**config.mk**
```make
export PLATFORM = sky130hd
export DESIGN_NAME = serial_chunk_adder
export DESIGN_NICKNAME = d
export VERILOG_FILES = /design/src/rtl/serial_chunk_adder.sv
export SDC_FILE = /design/constraint.sdc
export NUM_CORES = 1
export LEC_CHECK = 0
export CORE_MARGIN = 5
export CORE_UTILIZATION = 51
export CTS_CLUSTER_SIZE = 12
export DETAILED_ROUTE_END_ITERATION = 8
export PLACE_DENSITY = 0.87
export SLEW_MARGIN = 30
export SYNTH_ARGS = -nofsm -noshare
export SYNTH_HDL_FRONTEND = slang
export SYNTH_SLANG_ARGS = --single-unit
```
**constraint.sdc**
```tcl
create_clock -name clk -period 3.9 [get_ports clk]
set_input_delay 0.39 -clock clk [delete_from_list [all_inputs] [get_ports clk]]
set_output_delay 0.39 -clock clk [all_outputs]
set_load 0.02 [all_outputs]
```
**src/rtl/serial_chunk_adder.sv**
```systemverilog
// serial_chunk_adder
//   Multi-cycle WIDTH-bit adder/subtractor. Operands are captured on an
//   in_valid/in_ready handshake. The block then adds CHUNK bits per cycle,
//   passing the carry between chunks in a register. The result is held
//   behind an out_valid/out_ready handshake.
//
//   state | meaning
//   ------+--------------------------------------------------------------
//   IDLE  | in_ready=1, waiting for in_valid to capture operands
//   RUN   | adding chunk cnt_q, carry_q feeds the next chunk
//   DONE  | out_valid=1, sum/cout/ovf stable until out_ready
//
// Ports
//   clk, rst_n            clock, asynchronous active-low reset
//   in_valid, in_ready    operand handshake (a, b, cin, sub)
//   a, b                  WIDTH-bit operands
//   cin                   carry-in (add) / active-low borrow-in (subtract)
//   sub                   1: a + ~b + cin
//   out_valid, out_ready  result handshake
//   sum, cout, ovf        result, carry out of MSB, signed overflow
module serial_chunk_adder #(
    parameter int WIDTH = 32,
    parameter int CHUNK = 4
) (
    input  logic             clk,
    input  logic             rst_n,
    input  logic             in_valid,
    output logic             in_ready,
    input  logic [WIDTH-1:0] a,
    input  logic [WIDTH-1:0] b,
    input  logic             cin,
    input  logic             sub,
    output logic             out_valid,
    input  logic             out_ready,
    output logic [WIDTH-1:0] sum,
    output logic             cout,
    output logic             ovf
);

    localparam int N  = WIDTH / CHUNK;
    localparam int CW = (N > 1) ? $clog2(N) : 1;
    localparam logic [CW-1:0] LAST = CW'(N - 1);

    typedef enum logic [1:0] {
        IDLE = 2'd0,
        RUN  = 2'd1,
        DONE = 2'd2
    } state_t;

    state_t state_q, state_d;

    logic [WIDTH-1:0] a_q, b_q, sum_q;
    logic             carry_q, cout_q, ovf_q;
    logic [CW-1:0]    cnt_q;

    logic [CHUNK-1:0] a_chunk, b_chunk;
    logic [CHUNK:0]   chunk_res;
    logic             msb_cin;
    logic             last_chunk;

    assign a_chunk    = a_q[cnt_q*CHUNK +: CHUNK];
    assign b_chunk    = b_q[cnt_q*CHUNK +: CHUNK];
    assign chunk_res  = {1'b0, a_chunk} + {1'b0, b_chunk} + {{CHUNK{1'b0}}, carry_q};
    // Carry into the chunk's top bit, recovered from its sum bit; on the
    // last chunk this is the carry into the operand MSB.
    assign msb_cin    = a_chunk[CHUNK-1] ^ b_chunk[CHUNK-1] ^ chunk_res[CHUNK-1];
    assign last_chunk = (cnt_q == LAST);

    always_ff @(posedge clk or negedge rst_n) begin
        if (!rst_n) begin
            state_q <= IDLE;
        end else begin
            state_q <= state_d;
        end
    end

    always_comb begin
        state_d = state_q;
        case (state_q)
            IDLE:    if (in_valid)   state_d = RUN;
            RUN:     if (last_chunk) state_d = DONE;
            DONE:    if (out_ready)  state_d = IDLE;
            default: state_d = IDLE;
        endcase
    end

    always_ff @(posedge clk or negedge rst_n) begin
        if (!rst_n) begin
            a_q     <= '0;
            b_q     <= '0;
            sum_q   <= '0;
            carry_q <= 1'b0;
            cout_q  <= 1'b0;
            ovf_q   <= 1'b0;
            cnt_q   <= '0;
        end else begin
            case (state_q)
                IDLE: begin
                    if (in_valid) begin
                        a_q     <= a;
                        // Subtraction is a + ~b + cin, so b is inverted once here.
                        b_q     <= b ^ {WIDTH{sub}};
                        carry_q <= cin;
                        cnt_q   <= '0;
                    end
                end
                RUN: begin
                    sum_q[cnt_q*CHUNK +: CHUNK] <= chunk_res[CHUNK-1:0];
                    carry_q <= chunk_res[CHUNK];
                    if (last_chunk) begin
                        cout_q <= chunk_res[CHUNK];
                        ovf_q  <= msb_cin ^ chunk_res[CHUNK];
                    end else begin
                        cnt_q  <= cnt_q + 1'b1;
                    end
                end
                default: ;
            endcase
        end
    end

    assign in_ready  = (state_q == IDLE);
    assign out_valid = (state_q == DONE);
    assign sum       = sum_q;
    assign cout      = cout_q;
    assign ovf       = ovf_q;

endmodule

```
==> key figures, run 1 <==
Synth
  • Total of flip-flops plus latches after synthesis: 104
  • Warnings, synthesis: 0
  • Largest area contributor in the synthesized netlist: dfrtp_1
  • Post-Syn Instances: 417
  • Compound-gate portion of the synthesized area: 6.08%
  • Combinational family with the most area after synthesis: multiplexers
  • Part of the Yosys area used for sequential elements: 51.4%
  • Most area-consuming cells after synthesis: dfrtp_1 51%, mux2_2 12%, xnor2_1 5.9%, mux4_2 5.3%, a21oi_1 3.5%
  • Simple-gate share of the synthesized area: 8.97%
  • Post-synth net total: 499
  • Xor and xnor fraction of the mapped netlist area: 6.23%
  • Count of unique library cells instantiated by Yosys: 36
  • Area share of the largest cell type after synthesis: 51.4%
  • Cell area after synthesis: 5060 um2
  • Multiplexer fraction of the synthesized cell area: 20.9%
  • Post-synthesis adder-cell area fraction: 3.26%
  • Synthesized area divided by synthesized cell count: 12.1 um2

STA
  • RSZ-0062 raised after global routing: false
  • # setup viols final: 0
  • Fin Clk Skew: 0.0112 ns
  • Final critical path time including I/O delays and setup: 3.20 ns
  • Worst-case hold slack: 0.0802 ns
  • Worst Setup Slack, final: 0.699 ns
  • Worst rel slew slack: 45.2%
  • Final count of pins violating max slew: 0
  • Final count of hold timing violations: 0
  • Final critical-path share of the clock period: 82.1%
  • Highest Clock Rate: 312 MHz
  • Setup TNS: 0 ns
  • Slew at the pin closest to its max-slew limit: 0.822 ns

Placement
  • GPL Wtd Cong: 0.889
  • Estimated wirelength of the detail-placed design: 8380 um
  • DP Worst Slack: 0.722 ns
  • Count of input and output buffers: 105

Pwr
  • Leak pwr: 2.71 nW
  • Post-layout total power: 0.00567 W
  • Max IR drop VDD: 0.394 mV
  • Power density over cell area: 880 nW/um2

Routing
  • Total vias in the final route: 3501
  • Via density: 5.37
  • Number of iterations in the first detailed-routing pass: 4
  • DRT iter0 DRCs: 167
  • Post-detailed-route count of antenna-violating nets: 0
  • Number of remaining DRC errors: 0
  • Detailed-route wire length: 10900 um
  • Avg WL per Cell: 16.8 um

Floorplan
  • Die area: 12000 um2
  • Number of top-level pins: 106
  • Site row count: 36
  • Die Y-Extent: 110 um
  • Overall die width: 110 um
  • Starting Density: 52.1%
  • Placeable core region: 9730 um2

Global routing
  • Global route overflow: 0
  • Vias in the first global route: 3746
  • All-Layer GR Usage: 19.8%
  • Antenna violations before repair: 0
  • Pin count of the biggest net entering global routing: 66
  • Wire length of the first global-routing pass: 18400 um

Setup path
  • Ordered list of cells on the worst path: mux4_2 -> nand2_1 -> nand2_1 -> fa_1 -> fa_1 -> a21o_1 -> a21oi_1 -> xnor2_1 -> o21ai_0
  • Startpoint type of the worst setup path: flip-flop
  • Critical Path Max Stage Delay: 0.78 ns
  • CP delay by family, top: adder cells
  • Highest fanout seen on the critical path: 17
  • Cell with the largest stage delay on the worst path: dfrtp_1
  • Endpoint arrival time on the critical path: 3.46 ns
  • Critical path required time: 4.16 ns
  • Kind of end point of the critical path: flip-flop
  • Type of the setup path with the least slack: flip-flop to flip-flop
  • Number of buffer and inverter stages on the critical path: 0
  • Flop-to-flop setup slack: 0.70 ns

Clock network
  • Number of CTS-inserted buffers: 9
  • Clock tree root driver cell: clkbuf_8
  • Clock insertion delay at the later pin of the skew report: 0.37 ns
  • Buffer depth of the longest clock path: 2
  • Number of gates resized after CTS: 0
  • Number of buffers added for setup after CTS: 0
  • Hold-fix buffers, CTS: 0
  • Clock tree from TritonCTS: yes
  • H-tree levels: 3
  • Clock-pin slew on the worst setup and hold paths: 0.10 ns
  • Clock sinks: 104

Finish
  • Filler cell count in the final layout: 738
  • Multi-input logic area: 2310 um2
  • Most frequent standard cell in the layout excluding fill and tap cells: dfrtp_1
  • Area used by sequential logic in the layout: 2600 um2
  • Area Growth Syn to Fin: 27.2%
  • Ant. Diodes: 0
  • Share of layout cells above drive strength 1: 18.3%
  • Most frequent cells in the layout: 104 x dfrtp_1, 103 x clkdlybuf4s50_1, 54 x mux2_2
  • Total Nets Final: 596

Hold path
  • Type of the worst min-delay path: primary input to asynchronous set/reset pin

Run status
  • Outcome: completed

Run
  • Total of max-cap violations: 0
-- cells in the mapped netlist --
library cell,count
o22ai_1,2
clkbuf_1,6
nand4b_1,1
mux2i_1,3
buf_2,12
clkinv_1,1
mux2_4,3
inv_1,8
mux4_2,12
o21ai_0,5
a22o_1,3
or3_1,1
nand2_1,38
nand3b_1,2
nor2_1,42
ha_1,10
o31ai_1,6
buf_1,3
a21oi_1,35
nor3b_1,2
fa_1,2
xor2_1,2
and2_1,4
nand4_1,5
and3_1,2
nor3_2,1
nand2b_1,1
nor2b_1,2
buf_6,3
a21o_1,2
xnor2_1,34
o22a_1,1
mux2_2,54
dfrtp_1,104
mux4_1,4
and4_4,1
-- per-layer routing --
| layer | wire length (um) | track usage [%] |
|---|---|---|
| met1 | 4490 | 25.5 |
| met2 | 5610 | 33.7 |
| met3 | 604 | 4.23 |
| met4 | 223 | 5.97 |
| met5 | 0 | 0 |
-- power by group --
| group | total, W | switching [W] | internal (W) |
|---|---|---|---|
| registers | 0.00189 | 0.000334 | 0.00156 |
| logic | 0.00299 | 0.00156 | 0.00144 |
| clock network | 0.000781 | 0.000379 | 0.000403 |
| total | 0.00567 | 0.00227 | 0.00340 |
-- flip-flops by register name (all words and copies together) (netlist names) --
signal,flops
a_q,32
b_q,32
sum,32
cout,1
cnt_q,3
ovf,1
carry_q,1
state_q,2
-- final cells by class --
cell class,instances,share of cell area [%]
Clock buffer,11,2.35
Timing Repair Buffer,110,17.0
Multi-Input combinational cell,280,35.8
Clock inverter,5,1.34
Inverter,9,0.524
Tap cell,133,2.58
Sequential cell,104,40.4
-- logic make-up (layout without fill, tap and decap cells) --
logic type,count (synthesis),in the layout
compound gates,54,54
buf+inv,33,135
mux,76,76
simple gates,102,102
xor+xnor,36,36
fa+ha+maj,12,12
flops,104,104
-- stage by stage --
stage	std cells	util (%)	area, um2
3_3_place_gp	636	63.8	6200
4_1_cts	652	66.2	6440
3_5_place_dp	636	63.8	6200
2_1_floorplan	417	-	5060
5_1_grt	652	66.2	6440
6_report	652	66.2	6440
-- path summary, 6_finish.rpt --
path | cells after the start | end | start
min in group clk | 2 | sum[23] | sum[23]
max in group asynchronous | 2 | a_q[0] | rst_n
hold / removal | 1 | sum[28] | rst_n
hold reg to reg | 2 | sum[23] | sum[23]
setup reg to reg | 9 | ovf | cnt_q[1]
setup / recovery | 9 | ovf | cnt_q[1]
Note: power is estimated with default switching activity, not from simulation.
==> run 2, diff against run 1 <==
==> constraint.sdc (replaced) <==
create_clock -name clk -period 2.95 [get_ports clk]
set_input_delay 0.295 -clock clk [delete_from_list [all_inputs] [get_ports clk]]
set_output_delay 0.295 -clock clk [all_outputs]
set_load 0.02 [all_outputs]
==> run 2 against run 1 <==
- worst setup slack worse by 0.54 ns
- routed wire length shrank 1.7%
- critical path type unchanged
- critical path depth is the same
- count of clock-buffer cells in the layout rose by 1
- non-clock buffer count rose by 10
- largest power group unchanged
- combinational power grew 47%
- die area is the same
- clock skew increased by 0.0045 ns
- largest cell class unchanged
- final area increased by 1.3%
- worst hold slack better by 0.32 ns
- clock power grew 12%
- sequential cell count is the same
==> key figures, run 2 (synthesis gave the netlist of run 1 again) <==
Placement
  • Estimated wirelength of the detail-placed design: 8230 um (was 8380 um)
  • Count of input and output buffers: 105 (unchanged)
  • GPL Wtd Cong: 0.844 (was 0.889)

STA
  • Slew at the pin closest to its max-slew limit: 0.872 ns (was 0.822 ns)
  • Final count of hold timing violations: 0 (unchanged)
  • # setup viols final: 0 (unchanged)
  • RSZ-0062 raised after global routing: false (unchanged)
  • Highest Clock Rate: 359 MHz (was 312 MHz)
  • Setup TNS: 0 ns (unchanged)
  • Final count of pins violating max slew: 0 (unchanged)
  • Worst rel slew slack: 41.9% (was 45.2%)
  • Final critical path time including I/O delays and setup: 2.79 ns (was 3.20 ns)
  • Final critical-path share of the clock period: 94.5% (was 82.1%)
  • Fin Clk Skew: 0.0157 ns (was 0.0112 ns)

Setup path
  • Ordered list of cells on the worst path: buf_6 -> mux4_2 -> nand2_1 -> nand2_1 -> fa_1 -> fa_2 -> xnor2_2 -> nor2_1 -> mux2_2 (was mux4_2 -> nand2_1 -> nand2_1 -> fa_1 -> fa_1 -> a21o_1 -> a21oi_1 -> xnor2_1 -> o21ai_0)
  • Critical path required time: 3.19 ns (was 4.16 ns)
  • RR Startpoint: cnt_q[0] (was cnt_q[1])
  • Cell with the largest stage delay on the worst path: mux4_2 (was dfrtp_1)
  • Number of buffer and inverter stages on the critical path: 1 (was 0)
  • Flop-to-flop setup slack: 0.16 ns (was 0.70 ns)
  • Type of the setup path with the least slack: flip-flop to flip-flop (unchanged)
  • CP delay by family, top: adder cells (unchanged)
  • FF-to-FF path depth: 9 (unchanged)
  • End point of the critical path: sum[22] (was ovf)
  • Launch point of the worst path: cnt_q[0] (was cnt_q[1])
  • Top cell by count, worst path: nand2_1
  • Kind of end point of the critical path: flip-flop (unchanged)
  • Highest fanout seen on the critical path: 7 (was 17)
  • Number of cells on the critical path: 9 (unchanged)
  • Endpoint arrival time on the critical path: 3.02 ns (was 3.46 ns)
  • Startpoint type of the worst setup path: flip-flop (unchanged)
  • Critical Path Max Stage Delay: 0.51 ns (was 0.78 ns)
  • Capture point of the worst reg-to-reg path: sum[22] (was ovf)

Clock network
  • Clock tree root driver cell: clkbuf_8 (unchanged)
  • Clock-pin slew on the worst setup and hold paths: 0.10 ns (about the same)
  • Clock insertion delay at the later pin of the skew report: 0.36 ns (was 0.37 ns)
  • Buffer depth of the longest clock path: 2 (unchanged)
  • Clock tree from TritonCTS: yes (unchanged)
  • H-tree levels: 3 (unchanged)
  • Number of CTS-inserted buffers: 9 (unchanged)
  • Clock sinks: 104 (unchanged)
  • Number of buffers added for setup after CTS: 0 (unchanged)

Pwr
  • Power density over cell area: 1180 nW/um2 (was 880 nW/um2)
  • Post-layout total power: 0.00769 W (was 0.00567 W)
  • Max IR drop VDD: 0.851 mV (was 0.394 mV)
  • Leak pwr: 2.74 nW (was 2.71 nW)

Run status
  • Outcome: completed (unchanged)

Floorplan
  • Die Y-Extent: 110 um (unchanged)
  • Die area: 12000 um2 (unchanged)
  • Number of top-level pins: 106 (unchanged)
  • Starting Density: 52.1% (unchanged)
  • Overall die width: 110 um (unchanged)
  • Placeable core region: 9730 um2 (unchanged)
  • Site row count: 36 (unchanged)

Global routing
  • Wire length of the first global-routing pass: 17900 um (was 18400 um)
  • Antenna violations before repair: 0 (unchanged)
  • Pin count of the biggest net entering global routing: 98 (was 66)
  • Vias in the first global route: 3740 (was 3746)
  • Global route overflow: 0 (unchanged)
  • All-Layer GR Usage: 19.1% (was 19.8%)

Hold path
  • Type of the worst min-delay path: primary input to asynchronous set/reset pin (unchanged)

Routing
  • Number of iterations in the first detailed-routing pass: 4 (unchanged)
  • Post-detailed-route count of antenna-violating nets: 0 (unchanged)
  • Via density: 5.33 (was 5.37)
  • Number of remaining DRC errors: 0 (unchanged)
  • DRT iter0 DRCs: 138 (was 167)
  • Avg WL per Cell: 16.2 um (was 16.8 um)
  • Total vias in the final route: 3528 (was 3501)
  • Detailed-route wire length: 10700 um (was 10900 um)

Finish
  • Most frequent standard cell in the layout excluding fill and tap cells: dfrtp_1 (unchanged)
  • Ant. Diodes: 0 (unchanged)
  • Multi-input logic area: 2330 um2 (was 2310 um2)
  • Share of layout cells above drive strength 1: 20.0% (was 18.3%)
  • Filler cell count in the final layout: 744 (was 738)
  • Area Growth Syn to Fin: 28.9% (was 27.2%)
  • Total Nets Final: 606 (was 596)
  • Most frequent cells in the layout: 104 x dfrtp_1, 103 x clkdlybuf4s50_1, 54 x mux2_2 (unchanged)
  • Area used by sequential logic in the layout: 2600 um2 (unchanged)

Run
  • Total of max-cap violations: 0 (unchanged)
[run 2: cell count changes in the layout (fill, tap and decap cells not counted), sizes merged]
cell / change
bufinv: -1
clkbuf: +1
dlygate4sd3: +1
inv: -2
clkinvlp: +2
buf: +9
[run 2: layout make-up]
type                       instances  share of cell area (%)
sequential                       104                    39.9
tap                              133                    2.55
clock inverter                     4                   0.824
clock buffer                      12                    2.22
timing repair buffer             120                    18.4
inverter                           9                   0.518
multi-input combinational        280                    35.6
[run 2: power by group]
part           leakage [nW]  total, W  internal, W  switching, W
registers              1.25   0.00242      0.00206      0.000358
logic                  1.39   0.00439      0.00218       0.00221
clock network        0.0928  0.000877     0.000418      0.000459
total                  2.74   0.00769      0.00466       0.00303
[run 2: how the worst min path moves through the flow]
stage,cells after the start,slack [ns],from,to
detailed placement,1,0.45,rst_n,sum[12]
global route,2,0.42,rst_n,sum[8]
global placement,2,0.46,sum[23],sum[23]
CTS,1,0.06,rst_n,sum[12]
finish,2,0.40,rst_n,sum[7]
floorplan,0,-0.0006,rst_n,a_q[0]
[run 2: what timing repair did]
action,CTS,global route
endpoints found under the hold margin,0,36
gates resized for setup,1,3
endpoints found under the setup margin,6,12
hold buffers,0,1
[run 2: per-layer routing]
metal	vias to the layer above	track usage (%)	routed length [um]
met2	112	33.8	5540
li1	1663	-	-
met1	1735	23.8	4450
met3	18	3.64	579
met5	-	0	0
met4	0	5.43	176
[run 2: stage by stage]
step                      setup WS [ns]  hold WS [ns]  util (%)  cell area [um2]  std cells
final                             0.162         0.400      67.1             6530        662
after global routing           0.000655         0.419      67.1             6530        662
after CTS                        0.0549        0.0561      66.6             6480        660
after detailed placement       -0.00789         0.447      64.5             6270        644
after global placement           0.0871         0.462      64.4             6270        644
after floorplan                  0.0234     -0.000591         -             5080        417
==> edit 1 (settings of run 2) <==
The parameter `WIDTH` goes from 32 to 16.
--- a/src/rtl/serial_chunk_adder.sv
+++ b/src/rtl/serial_chunk_adder.sv
@@ -21,3 +21,3 @@
 module serial_chunk_adder #(
-    parameter int WIDTH = 32,
+    parameter int WIDTH = 16,
     parameter int CHUNK = 4
Interface: changed (resized a, b and sum); port bits go from 106 to 58. No check against the original RTL was run, so the function may have changed too.
==> edit 1 against run 2 <==
  * Synthesized area shrank 48%
  * Combinational power decreased by 50%
  * Sequential power fell by 45%
  * Sequential cell count shrank 49
  * Hold slack got worse by 0.31 ns
  * Worst setup slack better by 0.12 ns
  * Total power fell by 49%
  * Routed wire length decreased by 52%
  * Non-clock buffer count shrank 58
  * Cell count decreased by 49%
  * Final area fell by 49%
  * Critical path type unchanged
  * Critical endpoint is now ovf$_DFFE_PN0P_
  * Largest power group unchanged
==> edit 1: results (changes against run 2) <==
| Metric | Value |
|---|---|
| Status | completed (unchanged) |
| Worst reg-to-reg setup slack | 0.28 ns (was 0.16 ns) |
| Worst reg2reg path endpoint | ovf$_DFFE_PN0P_ (was sum[22]$_DFFE_PN0P_) |
| Routability-driven placement congestion ratio | 0.760 (was 0.844) |
| Yosys cell types | 27 (was 36) |
| Worst IR Drop VDD | 0.629 mV (was 0.851 mV) |
| Met1 Resource Use GR | 23.3% (was 23.8%) |
| Share of cells above drive strength 1 | 15.4% (was 20.0%) |
| Vias per cell | 5.25 (was 5.33) |
| Dpl cell area | 3260 µm² (was 6270 µm²) |
| Vias | 1770 (was 3528) |
| Drt first-iter violations | 120 (was 138) |
| Hold WS | 0.0904 ns (was 0.400 ns) |
| Slowest CP cell | mux4_2 (unchanged) |
| Hpwl dp | 4000 µm (was 8230 µm) |
| Gr usage total | 18.5% (was 19.1%) |
| Pleak | 1.38 nW (was 2.74 nW) |
| Max Clock Skew | 0.00942 ns (was 0.0157 ns) |
| Setup slack after placement | 0.315 ns (was -0.00789 ns) |
| Worst-path fanout max | 4 (was 7) |
| Async S/R FF share, synth | 100% (unchanged) |
| Seq/Total Area, Yosys | 52.7% (was 51.4%) |
| Global routing usage on met3 | 3.95% (was 3.64%) |
| Crit path largest cell delay | 0.54 ns (was 0.51 ns) |
| Number of remaining DRC errors | 0 (unchanged) |
| # H-tree levels | 2 (was 3) |
| WL/cell | 15.4 µm (was 16.2 µm) |
| Placed cells | 329 (was 644) |
| Vias in the first global route | 1923 (was 3740) |
| Top cells by area, synth | dfrtp_1 53%, mux2_2 7.3%, mux4_2 6.9% (was dfrtp_1 51%, mux2_2 12%, xnor2_1 5.9%) |
| Clk buf depth | 2 (unchanged) |
| Top delay family on crit path | adder cells (unchanged) |
| Top cells by count, synth | 55 x dfrtp_1, 23 x nor2_1, 19 x a21oi_1 (was 104 x dfrtp_1, 54 x mux2_2, 42 x nor2_1) |
| First-pass GRT wire length | 9180 µm (was 17900 µm) |
| Combinational power share | 55.8% (was 57.1%) |
| Relative slew slack | 43.6% (was 41.9%) |
| Seq group | 1.32 mW (was 2.42 mW) |
| Clk_lat worst skew | 0.32 ns (was 0.36 ns) |
| Sw Share | 41.2% (was 39.4%) |
| Nets in the synthesized netlist | 256 (was 499) |
| Largest net degree at the start of global routing | 56 (was 98) |
| Worst reg-to-reg path cell count | 7 (was 9) |
| Num CTS Buffers | 5 (was 9) |
| I/O Buffers | 57 (was 105) |
| Worst path arrival time | 2.87 ns (was 3.02 ns) |
| M2 GR Usage | 30.6% (was 33.8%) |
| Post-CTS Resized | 0 (was 1) |
| Clk pwr share | 10.8% (was 11.4%) |
| # nets final | 315 (was 606) |
| Mapped Cells | 207 (was 417) |
| RR Startpoint | cnt_q[0]$_DFFE_PN0P_ (unchanged) |
## edit 1: changes by cell type after synthesis, moves of 5 or more
cell     before  now
a21oi_1      35   19
a22o_1        3   16
buf_2        12    7
dfrtp_1     104   55
mux2_2       54   17
nand2_1      38   10
nand4_1       5    0
nor2_1       42   23
o31ai_1       6    1
xnor2_1      34   18
## edit 1: worst max path at each step
stage / from / endpoint / slack (ns) / cells past startpoint
after CTS: cnt_q[0]$_DFFE_PN0P_ / ovf$_DFFE_PN0P_ / 0.30 / 7
after floorplan: cnt_q[0]$_DFFE_PN0P_ / ovf$_DFFE_PN0P_ / 0.10 / 8
after global placement: cnt_q[0]$_DFFE_PN0P_ / ovf$_DFFE_PN0P_ / 0.37 / 7
after global routing: cnt_q[0]$_DFFE_PN0P_ / ovf$_DFFE_PN0P_ / 0.19 / 7
after detailed placement: cnt_q[0]$_DFFE_PN0P_ / ovf$_DFFE_PN0P_ / 0.31 / 7
final: cnt_q[0]$_DFFE_PN0P_ / ovf$_DFFE_PN0P_ / 0.28 / 7
## edit 1: cells by family after synthesis
family | synth area share, %
and+or+nand+nor | 7.29
xor gates and xnor gates | 6.38
AOI/OAI and AO/OA | 11.0
adders and majority gates | 5.85
buffers and inverters | 2.49
muxes | 14.2
DFF | 52.7
## edit 1: routing by layer
layer,share of wire [%],vias to the layer above
li1,-,851
met1,42,856
met2,51,51
met3,4.7,12
met4,2.5,0
met5,0,-
## edit 1: area by class of cell
type / instances / area (µm²)
Sequential cell: 55 / 1380
Clock buffer: 6 / 72.6
Tap cell: 70 / 87.6
Multi-Input combinational cell: 138 / 1180
Clock inverter: 2 / 16.3
Fill cell: 395 / 1700
Timing Repair Buffer: 62 / 603
Inverter: 4 / 15.0
==> edit 2 (flow settings as in run 2) <==
Made on the original files. Encoding of `state_t`: now one-hot (3 bits for 3 states).
--- a/src/rtl/serial_chunk_adder.sv
+++ b/src/rtl/serial_chunk_adder.sv
@@ -43,6 +43,6 @@
 
-    typedef enum logic [1:0] {
-        IDLE = 2'd0,
-        RUN  = 2'd1,
-        DONE = 2'd2
+    typedef enum logic [2:0] {
+        IDLE = 3'b001,
+        RUN  = 3'b010,
+        DONE = 3'b100
     } state_t;
Check against the original RTL: no difference found for any inputs over 10 cycles, from zero or initial values and one cycle with rst_n low; not proved beyond that.
==> edit 2 against run 2 <==
  * The run now ends with hold timing left
  * Worst setup slack improved by 0.030 ns
  * Sequential cell count rose by 1
  * Synthesized cell count fell by 1.9%
  * Global-route usage rose by 0.71 points
  * Routed wire length rose by 2.3%
  * Final area fell by 0.38%
  * Non-clock buffer count fell by 3
  * Sequential power fell by 5%
  * Total power fell by 16%
  * Combinational power fell by 25%
  * Synthesized area fell by 0.37%
  * First-iteration DRC count rose by 18%
  * Highest routed layer unchanged
==> edit 2: results (changes against run 2) <==
| Metric | Value |
|---|---|
| Status | complete, but fails checks (was completed) |
| Failing checks | hold timing |
| Synth Flop Type | dfrtp_1 (unchanged) |
| Final hold vios | 30 (was 0) |
| Clk pwr share | 13.9% (was 11.4%) |
| Drt first-iter violations | 163 (was 138) |
| Worst reg-to-reg setup slack | 0.19 ns (was 0.16 ns) |
| Max Clock Skew | 0.00887 ns (was 0.0157 ns) |
| Top cells by area, synth | dfrtp_1 52%, mux2_2 13%, mux4_2 7.1% (was dfrtp_1 51%, mux2_2 12%, xnor2_1 5.9%) |
| Tcrit/Tclk final | 93.5% (was 94.5%) |
| Initial antenna violation count | 0 (unchanged) |
| Pleak | 2.73 nW (was 2.74 nW) |
| Setup slack after placement | -0.0128 ns (was -0.00789 ns) |
| Seq area share | 40.4% (was 39.9%) |
| Non-clock buffer count | 117 (was 120) |
| Top cells by count, synth | 104 x dfrtp_1, 57 x mux2_2, 40 x nor2_1 (was 104 x dfrtp_1, 54 x mux2_2, 42 x nor2_1) |
| Seq/Total Area, Yosys | 52.1% (was 51.4%) |
| Combinational power share | 50.8% (was 57.1%) |
| Worst reg2reg path endpoint | sum[11]$_DFFE_PN0P_ (was sum[22]$_DFFE_PN0P_) |
| Vias in the first global route | 3825 (was 3740) |
| Gr usage total | 19.8% (was 19.1%) |
| Yosys cell types | 41 (was 36) |
| Largest net degree at the start of global routing | 106 (was 98) |
| First-pass GRT wire length | 18500 µm (was 17900 µm) |
| Routability-driven placement congestion ratio | 0.827 (was 0.844) |
| Non-clock buffers, area share | 18.0% (was 18.4%) |
| Worst path arrival time | 3.03 ns (was 3.02 ns) |
| Worst IR Drop VDD | 0.786 mV (was 0.851 mV) |
| Worst-path fanout max | 8 (was 7) |
| Sw Share | 38.1% (was 39.4%) |
| Post-Synth Adder-Cell Area | 3.27% (was 3.26%) |
| Hold crit path type | in2async (unchanged) |
| Top delay family on crit path | compound AO/OA/AOI/OAI gates (was adder cells) |
| Hpwl dp | 8340 µm (was 8230 µm) |
| Worst reg-to-reg path cell count | 11 (was 9) |
| Vias per cell | 5.33 (about the same) |
| Post-synth top area share | 51.6% (was 51.4%) |
| Fill count | 753 (was 744) |
| # nets final | 598 (was 606) |
| Fraction of area in multi-input gates | 35.3% (was 35.6%) |
| Share of cells above drive strength 1 | 21.5% (was 20.0%) |
| Post-synthesis xor/xnor area fraction | 6.25% (was 6.23%) |
| Slew @ Worst Pin | 0.833 ns (was 0.872 ns) |
| #MultiIn Comb | 274 (was 280) |
| Mux share of post-synthesis cell area | 20.3% (was 20.9%) |
| Inverters | 9 (unchanged) |
| Seq group | 2.29 mW (was 2.42 mW) |
| Crit path largest cell delay | 0.53 ns (was 0.51 ns) |
| Nets in the synthesized netlist | 491 (was 499) |
| ClkCell Share | 3.14% (was 3.05%) |
| Total Wirelength | 11000 µm (was 10700 µm) |
| Synth Area in Compound Gates | 5.75% (was 6.08%) |
| Flops & latches, synth | 105 (was 104) |
| Hold WS | -0.0416 ns (was 0.400 ns) |
| Num CTS Buffers | 9 (unchanged) |
edit 2: per-layer routing:
layer	wire, µm	track usage [%]	vias up
met3	742	5.52	17
li1	-	-	1647
met5	0	0	-
met4	197	4.81	0
met2	5580	34.5	110
met1	4470	24.4	1713
edit 2: cells by family after synthesis:
kind of cell | after synthesis
buffers and inverters | 30
multiplexers | 75
AO/OA/AOI/OAI | 51
adder cells (fa/ha/maj) | 12
flip-flops | 105
XOR/XNOR | 36
AND/OR/NAND/NOR | 100
edit 2: through the flow:
step	hold slack [ns]	util [%]	std cells	instance area (µm²)	TNS, ns
after global placement	0.396	64.5	638	6280	0
after floorplan	-0.000591	-	409	5050	0
after global routing	0.00669	66.8	654	6500	0
after detailed placement	0.411	64.5	638	6280	-0.0295
after CTS	0.00372	66.7	654	6490	0
final	-0.0416	66.8	654	6500	0
edit 2: what timing repair did:
action                                  in CTS  in global routing
resized for setup                            2                  3
endpoints found under the setup margin       7                 12
pin swaps                                    0                  2
hold buffers                                 0                  0
